$ cat src/rtl/flu_wb_scheduler_pkg.sv
// Shared FLU write-back scheduling types and constants.
// Used by the scheduler, its interface and the slot shift register.
package flu_wb_scheduler_pkg;

  localparam int unsigned FLU_MAX_LAT       = 4;
  localparam int unsigned FLU_TRANS_ID_BITS = 3;

  // Width of a latency field able to encode 0..max_lat.
  function automatic int unsigned lat_width(input int unsigned max_lat);
    return (max_lat < 1) ? 1 : $clog2(max_lat + 1);
  endfunction

  localparam int unsigned FLU_LAT_W = lat_width(FLU_MAX_LAT);

  typedef logic [FLU_LAT_W-1:0] flu_lat_t;

  typedef struct packed {
    logic                         valid;
    logic [FLU_TRANS_ID_BITS-1:0] trans_id;
  } flu_slot_t;

endpackage

$ cat src/rtl/flu_wb_scheduler_if.sv
// Issue/write-back bundle between FLU issue logic and the write-back slot scheduler.
// The slave modport is the scheduler side; master is the issue-logic side.
interface flu_wb_scheduler_if
  import flu_wb_scheduler_pkg::*;
#(
  parameter int unsigned MAX_LAT       = FLU_MAX_LAT,
  parameter int unsigned TRANS_ID_BITS = FLU_TRANS_ID_BITS
);

  localparam int unsigned LAT_W = lat_width(MAX_LAT);

  logic                     clr_i;
  logic                     flush_i;
  logic                     issue_valid_i;
  logic [LAT_W-1:0]         issue_lat_i;
  logic                     issue_var_i;
  logic [TRANS_ID_BITS-1:0] issue_trans_id_i;
  logic                     issue_ready_o;
  logic                     var_done_i;
  logic                     wb_valid_o;
  logic [TRANS_ID_BITS-1:0] wb_trans_id_o;
  logic                     busy_o;
  logic [31:0]              stall_cnt_o;

  modport slave (
    input  clr_i, flush_i, issue_valid_i, issue_lat_i, issue_var_i,
           issue_trans_id_i, var_done_i,
    output issue_ready_o, wb_valid_o, wb_trans_id_o, busy_o, stall_cnt_o
  );

  modport master (
    output clr_i, flush_i, issue_valid_i, issue_lat_i, issue_var_i,
           issue_trans_id_i, var_done_i,
    input  issue_ready_o, wb_valid_o, wb_trans_id_o, busy_o, stall_cnt_o
  );

endinterface

$ cat src/rtl/flu_wb_scheduler_wb_slot_shreg.sv
// Occupancy/id shift register for the FLU write-back port: slot k owns the port k cycles ahead.
// A reservation for latency L lands in slot L-1 of the next state; the top slot is always free.
module wb_slot_shreg
  import flu_wb_scheduler_pkg::*;
#(
  parameter int unsigned MAX_LAT       = FLU_MAX_LAT,
  parameter int unsigned TRANS_ID_BITS = FLU_TRANS_ID_BITS,
  parameter int unsigned LAT_W         = lat_width(MAX_LAT)
) (
  input  logic                                  clk_i,
  input  logic                                  rst_i,
  input  logic                                  clr_i,
  input  logic                                  rsv_i,
  input  logic [LAT_W-1:0]                      rsv_idx_i,
  input  logic [TRANS_ID_BITS-1:0]              rsv_tid_i,
  output logic [MAX_LAT:0]                      occ_o,
  output logic [MAX_LAT:0][TRANS_ID_BITS-1:0]   tid_o
);

  logic [MAX_LAT-1:0]                      occ_q, occ_d;
  logic [MAX_LAT-1:0][TRANS_ID_BITS-1:0]   tid_q, tid_d;

  assign occ_o = {1'b0, occ_q};
  assign tid_o = {{TRANS_ID_BITS{1'b0}}, tid_q};

  always_comb begin
    occ_d = '0;
    tid_d = '0;
    if (!clr_i) begin
      for (int k = 0; k < int'(MAX_LAT); k++) begin
        occ_d[k] = occ_o[k+1];
        tid_d[k] = tid_o[k+1];
        if (rsv_i && (int'(rsv_idx_i) == k + 1)) begin
          occ_d[k] = 1'b1;
          tid_d[k] = rsv_tid_i;
        end
      end
    end
  end

  always_ff @(posedge clk_i or posedge rst_i) begin
    if (rst_i) begin
      occ_q <= '0;
      tid_q <= '0;
    end else begin
      occ_q <= occ_d;
      tid_q <= tid_d;
    end
  end

endmodule

$ cat src/rtl/flu_wb_scheduler.sv
// FLU write-back slot scheduler: reserves the shared result port at issue and serialises divides.
// Optional stall counter enabled by defining FLU_WB_SCHED_PERF_EN.
module flu_wb_scheduler
  import flu_wb_scheduler_pkg::*;
#(
  parameter int unsigned MAX_LAT       = FLU_MAX_LAT,
  parameter int unsigned TRANS_ID_BITS = FLU_TRANS_ID_BITS
) (
  input logic               clk_i,
  input logic               rst_i,
  flu_wb_scheduler_if.slave bus
);

  localparam int unsigned LAT_W = lat_width(MAX_LAT);

  logic [MAX_LAT:0]                    occ;
  logic [MAX_LAT:0][TRANS_ID_BITS-1:0] tid;

  logic                     lat_ok, slot_free, blocked, ready;
  logic                     grant, fixed_grant, var_grant, rsv, sched_clr, var_fire;
  logic                     var_busy_q, var_busy_d;
  logic [TRANS_ID_BITS-1:0] var_tid_q, var_tid_d;

  // Readiness never looks at issue_valid_i so issue logic can query it combinationally.
  always_comb begin
    lat_ok    = int'(bus.issue_lat_i) <= int'(MAX_LAT);
    slot_free = 1'b0;
    if (bus.issue_var_i) begin
      slot_free = (occ[MAX_LAT:1] == '0);
    end else if (lat_ok) begin
      slot_free = !occ[bus.issue_lat_i];
    end
    blocked = bus.flush_i | bus.clr_i | var_busy_q | bus.var_done_i;
    ready   = !blocked && slot_free;
  end

  assign bus.issue_ready_o = ready;
  assign grant       = bus.issue_valid_i & ready;
  assign fixed_grant = grant & !bus.issue_var_i;
  assign var_grant   = grant & bus.issue_var_i;
  assign rsv         = fixed_grant & (bus.issue_lat_i != '0);
  assign sched_clr   = bus.clr_i | bus.flush_i;
  assign var_fire    = bus.var_done_i & var_busy_q;

  wb_slot_shreg #(
    .MAX_LAT       (MAX_LAT),
    .TRANS_ID_BITS (TRANS_ID_BITS),
    .LAT_W         (LAT_W)
  ) u_slots (
    .clk_i     (clk_i),
    .rst_i     (rst_i),
    .clr_i     (sched_clr),
    .rsv_i     (rsv),
    .rsv_idx_i (bus.issue_lat_i),
    .rsv_tid_i (bus.issue_trans_id_i),
    .occ_o     (occ),
    .tid_o     (tid)
  );

  always_comb begin
    var_busy_d = var_busy_q;
    var_tid_d  = var_tid_q;
    if (bus.clr_i) begin
      var_busy_d = 1'b0;
      var_tid_d  = '0;
    end else if (bus.flush_i) begin
      var_busy_d = 1'b0;
    end else if (var_grant) begin
      var_busy_d = 1'b1;
      var_tid_d  = bus.issue_trans_id_i;
    end else if (var_fire) begin
      var_busy_d = 1'b0;
    end
  end

  always_ff @(posedge clk_i or posedge rst_i) begin
    if (rst_i) begin
      var_busy_q <= 1'b0;
      var_tid_q  <= '0;
    end else begin
      var_busy_q <= var_busy_d;
      var_tid_q  <= var_tid_d;
    end
  end

  assign bus.busy_o = var_busy_q;

  // The slot check guarantees at most one of these sources is active; the order is a safety net.
  always_comb begin
    bus.wb_valid_o    = 1'b0;
    bus.wb_trans_id_o = '0;
    if (var_fire) begin
      bus.wb_valid_o    = 1'b1;
      bus.wb_trans_id_o = var_tid_q;
    end else if (occ[0]) begin
      bus.wb_valid_o    = 1'b1;
      bus.wb_trans_id_o = tid[0];
    end else if (fixed_grant && (bus.issue_lat_i == '0)) begin
      bus.wb_valid_o    = 1'b1;
      bus.wb_trans_id_o = bus.issue_trans_id_i;
    end
  end

`ifdef FLU_WB_SCHED_PERF_EN
  logic [31:0] stall_cnt_q, stall_cnt_d;
  logic        stall_evt;

  always_comb begin
    stall_evt   = bus.issue_valid_i & !ready & !bus.flush_i;
    stall_cnt_d = stall_cnt_q;
    if (bus.clr_i) begin
      stall_cnt_d = '0;
    end else if (stall_evt && (stall_cnt_q != '1)) begin
      stall_cnt_d = stall_cnt_q + 32'd1;
    end
  end

  always_ff @(posedge clk_i or posedge rst_i) begin
    if (rst_i) begin
      stall_cnt_q <= '0;
    end else begin
      stall_cnt_q <= stall_cnt_d;
    end
  end

  assign bus.stall_cnt_o = stall_cnt_q;
`else
  assign bus.stall_cnt_o = '0;
`endif

`ifndef SYNTHESIS
  // A completion with nothing outstanding means the divider and issue logic disagree.
  always_ff @(posedge clk_i) begin
    if (!rst_i) begin
      assert (!(bus.var_done_i && !var_busy_q))
        else $error("var_done_i asserted with no variable-latency op outstanding");
    end
  end
`endif

endmodule

$ cat src/flat_wrapper.sv
// flat-port wrapper written by rule: the top's interface ports become plain ports
module flu_wb_scheduler_flat import flu_wb_scheduler_pkg::*;
#(
  parameter int unsigned MAX_LAT       = FLU_MAX_LAT,
  parameter int unsigned TRANS_ID_BITS = FLU_TRANS_ID_BITS
)
  (clk_i, rst_i, bus_clr_i, bus_flush_i, bus_issue_valid_i, bus_issue_lat_i, bus_issue_var_i, bus_issue_trans_id_i, bus_var_done_i, bus_issue_ready_o, bus_wb_valid_o, bus_wb_trans_id_o, bus_busy_o, bus_stall_cnt_o);
  flu_wb_scheduler_if #(.MAX_LAT(MAX_LAT), .TRANS_ID_BITS(TRANS_ID_BITS)) bus_i ();
  input logic clk_i;
  input logic rst_i;
  input wire logic [$bits(bus_i.clr_i)-1:0] bus_clr_i;
  input wire logic [$bits(bus_i.flush_i)-1:0] bus_flush_i;
  input wire logic [$bits(bus_i.issue_valid_i)-1:0] bus_issue_valid_i;
  input wire logic [$bits(bus_i.issue_lat_i)-1:0] bus_issue_lat_i;
  input wire logic [$bits(bus_i.issue_var_i)-1:0] bus_issue_var_i;
  input wire logic [$bits(bus_i.issue_trans_id_i)-1:0] bus_issue_trans_id_i;
  input wire logic [$bits(bus_i.var_done_i)-1:0] bus_var_done_i;
  output wire logic [$bits(bus_i.issue_ready_o)-1:0] bus_issue_ready_o;
  output wire logic [$bits(bus_i.wb_valid_o)-1:0] bus_wb_valid_o;
  output wire logic [$bits(bus_i.wb_trans_id_o)-1:0] bus_wb_trans_id_o;
  output wire logic [$bits(bus_i.busy_o)-1:0] bus_busy_o;
  output wire logic [$bits(bus_i.stall_cnt_o)-1:0] bus_stall_cnt_o;
  assign bus_i.clr_i = bus_clr_i;
  assign bus_i.flush_i = bus_flush_i;
  assign bus_i.issue_valid_i = bus_issue_valid_i;
  assign bus_i.issue_lat_i = bus_issue_lat_i;
  assign bus_i.issue_var_i = bus_issue_var_i;
  assign bus_i.issue_trans_id_i = bus_issue_trans_id_i;
  assign bus_i.var_done_i = bus_var_done_i;
  assign bus_issue_ready_o = bus_i.issue_ready_o;
  assign bus_wb_valid_o = bus_i.wb_valid_o;
  assign bus_wb_trans_id_o = bus_i.wb_trans_id_o;
  assign bus_busy_o = bus_i.busy_o;
  assign bus_stall_cnt_o = bus_i.stall_cnt_o;
  flu_wb_scheduler #(.MAX_LAT(MAX_LAT), .TRANS_ID_BITS(TRANS_ID_BITS)) u_core (.clk_i(clk_i), .rst_i(rst_i), .bus(bus_i));
endmodule
$ cat config.mk
export PLATFORM = sky130hd
export DESIGN_NAME = flu_wb_scheduler_flat
export DESIGN_NICKNAME = d
export VERILOG_FILES = /design/src/rtl/flu_wb_scheduler_pkg.sv /design/src/rtl/flu_wb_scheduler_if.sv /design/src/rtl/flu_wb_scheduler_wb_slot_shreg.sv /design/src/rtl/flu_wb_scheduler.sv /design/src/flat_wrapper.sv
export SDC_FILE = /design/constraint.sdc
export NUM_CORES = 1
export LEC_CHECK = 0
export CAP_MARGIN = 10
export CORE_MARGIN = 2
export CORE_UTILIZATION = 25
export DETAILED_ROUTE_END_ITERATION = 8
export GPL_ROUTABILITY_DRIVEN = 0
export PLACE_DENSITY_LB_ADDON = 0.15
export SETUP_SLACK_MARGIN = 0.1
export SYNTH_ARGS = -nofsm -noshare
export SYNTH_HDL_FRONTEND = slang
export SYNTH_SLANG_ARGS = --single-unit
$ cat constraint.sdc
create_clock -name clk_i -period 2.1 [get_ports clk_i]
set_input_delay 0.315 -clock clk_i [delete_from_list [all_inputs] [get_ports clk_i]]
set_output_delay 0.315 -clock clk_i [all_outputs]
set_load 0.01 [all_outputs]
==> flow_metrics.tcl <==
set metrics [dict create \
    postLayoutCellArea_um2 1630 \
    crit_top_cell "buf_6" \
    ys_types 29 \
    core_area_um2 4790 \
    slowest_delay_ps 420 \
    h-tree-depth 1 \
    overflow 0 \
    ys.warnings.count 0 \
    status "finished, final reports clean" \
    cts_root_buf "clkbuf_8" \
    critPathSlowestCell "dfrtp_1" \
    finalMaxSlewViolations 0 \
    critPathBufInv 3 \
    postCtsHoldBufs 0 \
    maxCapViolCount 0 \
    hold_viol_final 0 \
    start_kind "flip-flop" \
    p_int_uw 570 \
    fill_cells 520 \
    ant_nets 0 \
    drt-total-wl_um 2750 \
    remaining_drc_errors 0 \
    grt_pass1_wl_um 4430 \
    synth_compound_area_share_pct 8.73 \
    grt_util_all_layers_pct 10.4 \
    grt_pass1_vias 872 \
    crit_family "flip-flops" \
    core.rowCount 25 \
    syn_to_final_growth_pct 29.1 \
    rsz0062_at_grt "yes" \
    synthAdderAreaFrac_pct 0 \
    leakage_uw 0.000836 \
    cts_tree "built" \
    start_util_pct 26.4 \
    pwr-share-seq_pct 50.8 \
    critical_path_required_ps 1780 \
    wl_per_cell_um 11.3 \
    insertedDiodeCount 0 \
    clock-sinks 20 \
    final_cell_mix "conb_1, buf_4, dfrtp_1, nor2_1, clkdlybuf4s50_1" \
    place_area_um2 1550 \
    critPathKind "flip-flop to output port" \
    combPwrFrac_pct 17.5 \
    synth-xor-area-share_pct 0 \
    viasPerCell 3.90 \
    buffer_ports.inserted 18 \
    antenna_found_initial 0 \
    fin_hold_ws_ps 382 \
    clk_latency_ps 250 \
    cp.depth 5 \
    layout_setup_ws_ps 162 \
    path_cells "buf_6, and2_4, buf_4, a221o_2, buf_6" \
    vias 947 \
    rr_endpoint "u_core.var_tid_q[0]$_DFFE_PP0P_" \
    drt_iter0_drc 44 \
    cts_buffer_depth 2 \
    fin_skew_ps 1.72 \
    synth_seq_cells 20 \
    crit_path_start "u_core.bus.busy_o$_DFFE_PP0P_" \
    nNetsFinal 191 \
    syn_area_um2 1260 \
    regToRegSetupSlack_ps 320 \
    pwr-share-clk_pct 31.7 \
    cts_buffers 3 \
    dp_hpwl_um 2220 \
    peakVddDrop_mv 0.416 \
    io_pins 51 \
    cp.arrival_ps 1620 \
    grt_max_degree 21 \
    mostFrequentLayoutCell "conb_1" \
    critPathMaxFanout 6 \
    end_kind "output port" \
    fp.dieH_um 75.0 \
    drtPass1Iterations 5 \
    worstHoldPathType "input port to async pin" \
    yosys.area_share.simple_pct 21.7 \
    p_sw_share_pct 25.3 \
    synth_seq_area_share_pct 39.7 \
    p_sw_uw 193 \
    place_worst_setup_slack_ps -456 \
    period_needed_ps 1940 \
    post-route-period-util_pct 92.3 \
    reg2reg_depth 4 \
    worstReg2RegStart "u_core.u_slots.occ_q[1]$_DFF_PP0_" \
    synthMuxAreaShare_pct 8.13 \
    die_x_um 75.0 \
    synthCells 133 \
    die-area_um2 5630 \
    fmax_mhz 516 \
    drive_gt1_share_pct 27.3 \
    finalSetupViolations 0 \
    critPathCapture "bus_wb_trans_id_o[1]" \
    clk_pin_slew_ps 70 \
    avgSynthCellArea_um2 9.48 \
    synth_top_family_by_area "simple AND/OR/NAND/NOR gates" \
    power_density_nw_per_um2 469 \
]
==> cell usage after synthesis <==
master | n | share of area [%]
a21oi_1 | 5 | 2.0
a221o_2 | 3 | 2.7
a311o_1 | 1 | 0.79
a41oi_1 | 1 | 0.69
and2_1 | 3 | 1.5
and2_2 | 2 | 1.2
buf_4 | 32 | 19
clkbuf_1 | 2 | 0.60
conb_1 | 1 | 0.30
dfrtp_1 | 20 | 40
inv_1 | 6 | 1.8
mux2_2 | 2 | 1.8
mux2i_1 | 8 | 6.3
nand2_1 | 7 | 2.1
nand2b_1 | 1 | 0.50
nand3_1 | 2 | 0.79
nand3_2 | 1 | 0.79
nand4_1 | 3 | 1.5
nor2_1 | 14 | 4.2
nor2b_1 | 6 | 3.0
nor3_1 | 2 | 0.79
nor3b_1 | 1 | 0.60
nor4_1 | 1 | 0.50
nor4_4 | 2 | 3.4
o21a_1 | 1 | 0.60
o21ai_0 | 2 | 0.79
o21bai_1 | 2 | 1.2
or2_2 | 1 | 0.50
or3_1 | 1 | 0.50
==> logic make-up (layout without fill, tap and decap cells) <==
| kind of cell | count (synthesis) | count (layout) |
|---|---|---|
| and+or+nand+nor | 47 | 47 |
| DFF | 20 | 20 |
| muxes | 10 | 10 |
| AOI/OAI and AO/OA | 15 | 15 |
| other | 1 | 32 |
| buffers and inverters | 40 | 52 |
==> sequential cells by signal, indices dropped and copies added, names as in the netlist <==
signal                count
u_core.u_slots.occ_q      4
u_core.bus.busy_o         1
u_core.u_slots.tid_o     12
u_core.var_tid_q          3
==> stage by stage <==
stage,TNS [ps],std cells,total power [uW],util [%]
after floorplan,0,164,495,-
after global placement,-1680,236,527,32.4
after detailed placement,-1820,236,526,32.4
after CTS,0,240,773,33.4
after global routing,0,243,815,34.0
final,0,243,763,34.0
==> area by class of cell <==
cell class	count	area, um^2	area share [%]
sequential	20	500	30.7
tap	67	83.8	5.15
inverter	6	22.5	1.38
clock buffer	3	41.3	2.54
timing repair buffer	43	362	22.2
multi-input combinational	104	618	38.0
==> worst min path at each step <==
| stage | end | slack (ps) | depth (start not counted) |
|---|---|---|---|
| after global placement | u_core.u_slots.tid_o[4]$_DFF_PP0_ | 460 | 2 |
| after detailed placement | u_core.u_slots.tid_o[5]$_DFF_PP0_ | 470 | 2 |
| final | u_core.u_slots.tid_o[9]$_DFF_PP0_ | 380 | 3 |
| after floorplan | u_core.bus.busy_o$_DFFE_PP0P_ | 280 | 1 |
| after CTS | u_core.u_slots.tid_o[9]$_DFF_PP0_ | 390 | 3 |
| after global routing | u_core.u_slots.tid_o[9]$_DFF_PP0_ | 420 | 3 |
==> what timing repair did <==
item / 4_1_cts / 5_1_grt
pin swaps: 6 / 4
endpoints found under the setup margin: 5 / 4
endpoints found under the hold margin: 0 / 0
resized for setup: 25 / 6
buffers inserted: 1 / 3
==> metal layers <==
layer	vias up	GRT usage, %	wire length, um	share of wire, %
met2	28	15.1	1240	45
met5	-	0	0	0
met3	0	4.15	184	6.7
met4	0	0.794	0	0
li1	471	-	-	-
met1	448	15.3	1330	48
==> power by group through the flow <==
stage / Combinational (uW) / Clock [uW] / Sequential [uW]
6_report: 134 / 242 / 387
5_1_grt: 150 / 277 / 387
4_1_cts: 131 / 254 / 387
3_5_place_dp: 132 / 0 / 395
3_3_place_gp: 132 / 0 / 395
2_1_floorplan: 100 / 0 / 395
==> worst min-delay path, cell delays in order <==
cell,delay (ps)
clkdlybuf4s50_1,390
inv_1,50
buf_4,260
Power figures use the tool's default switching activity.
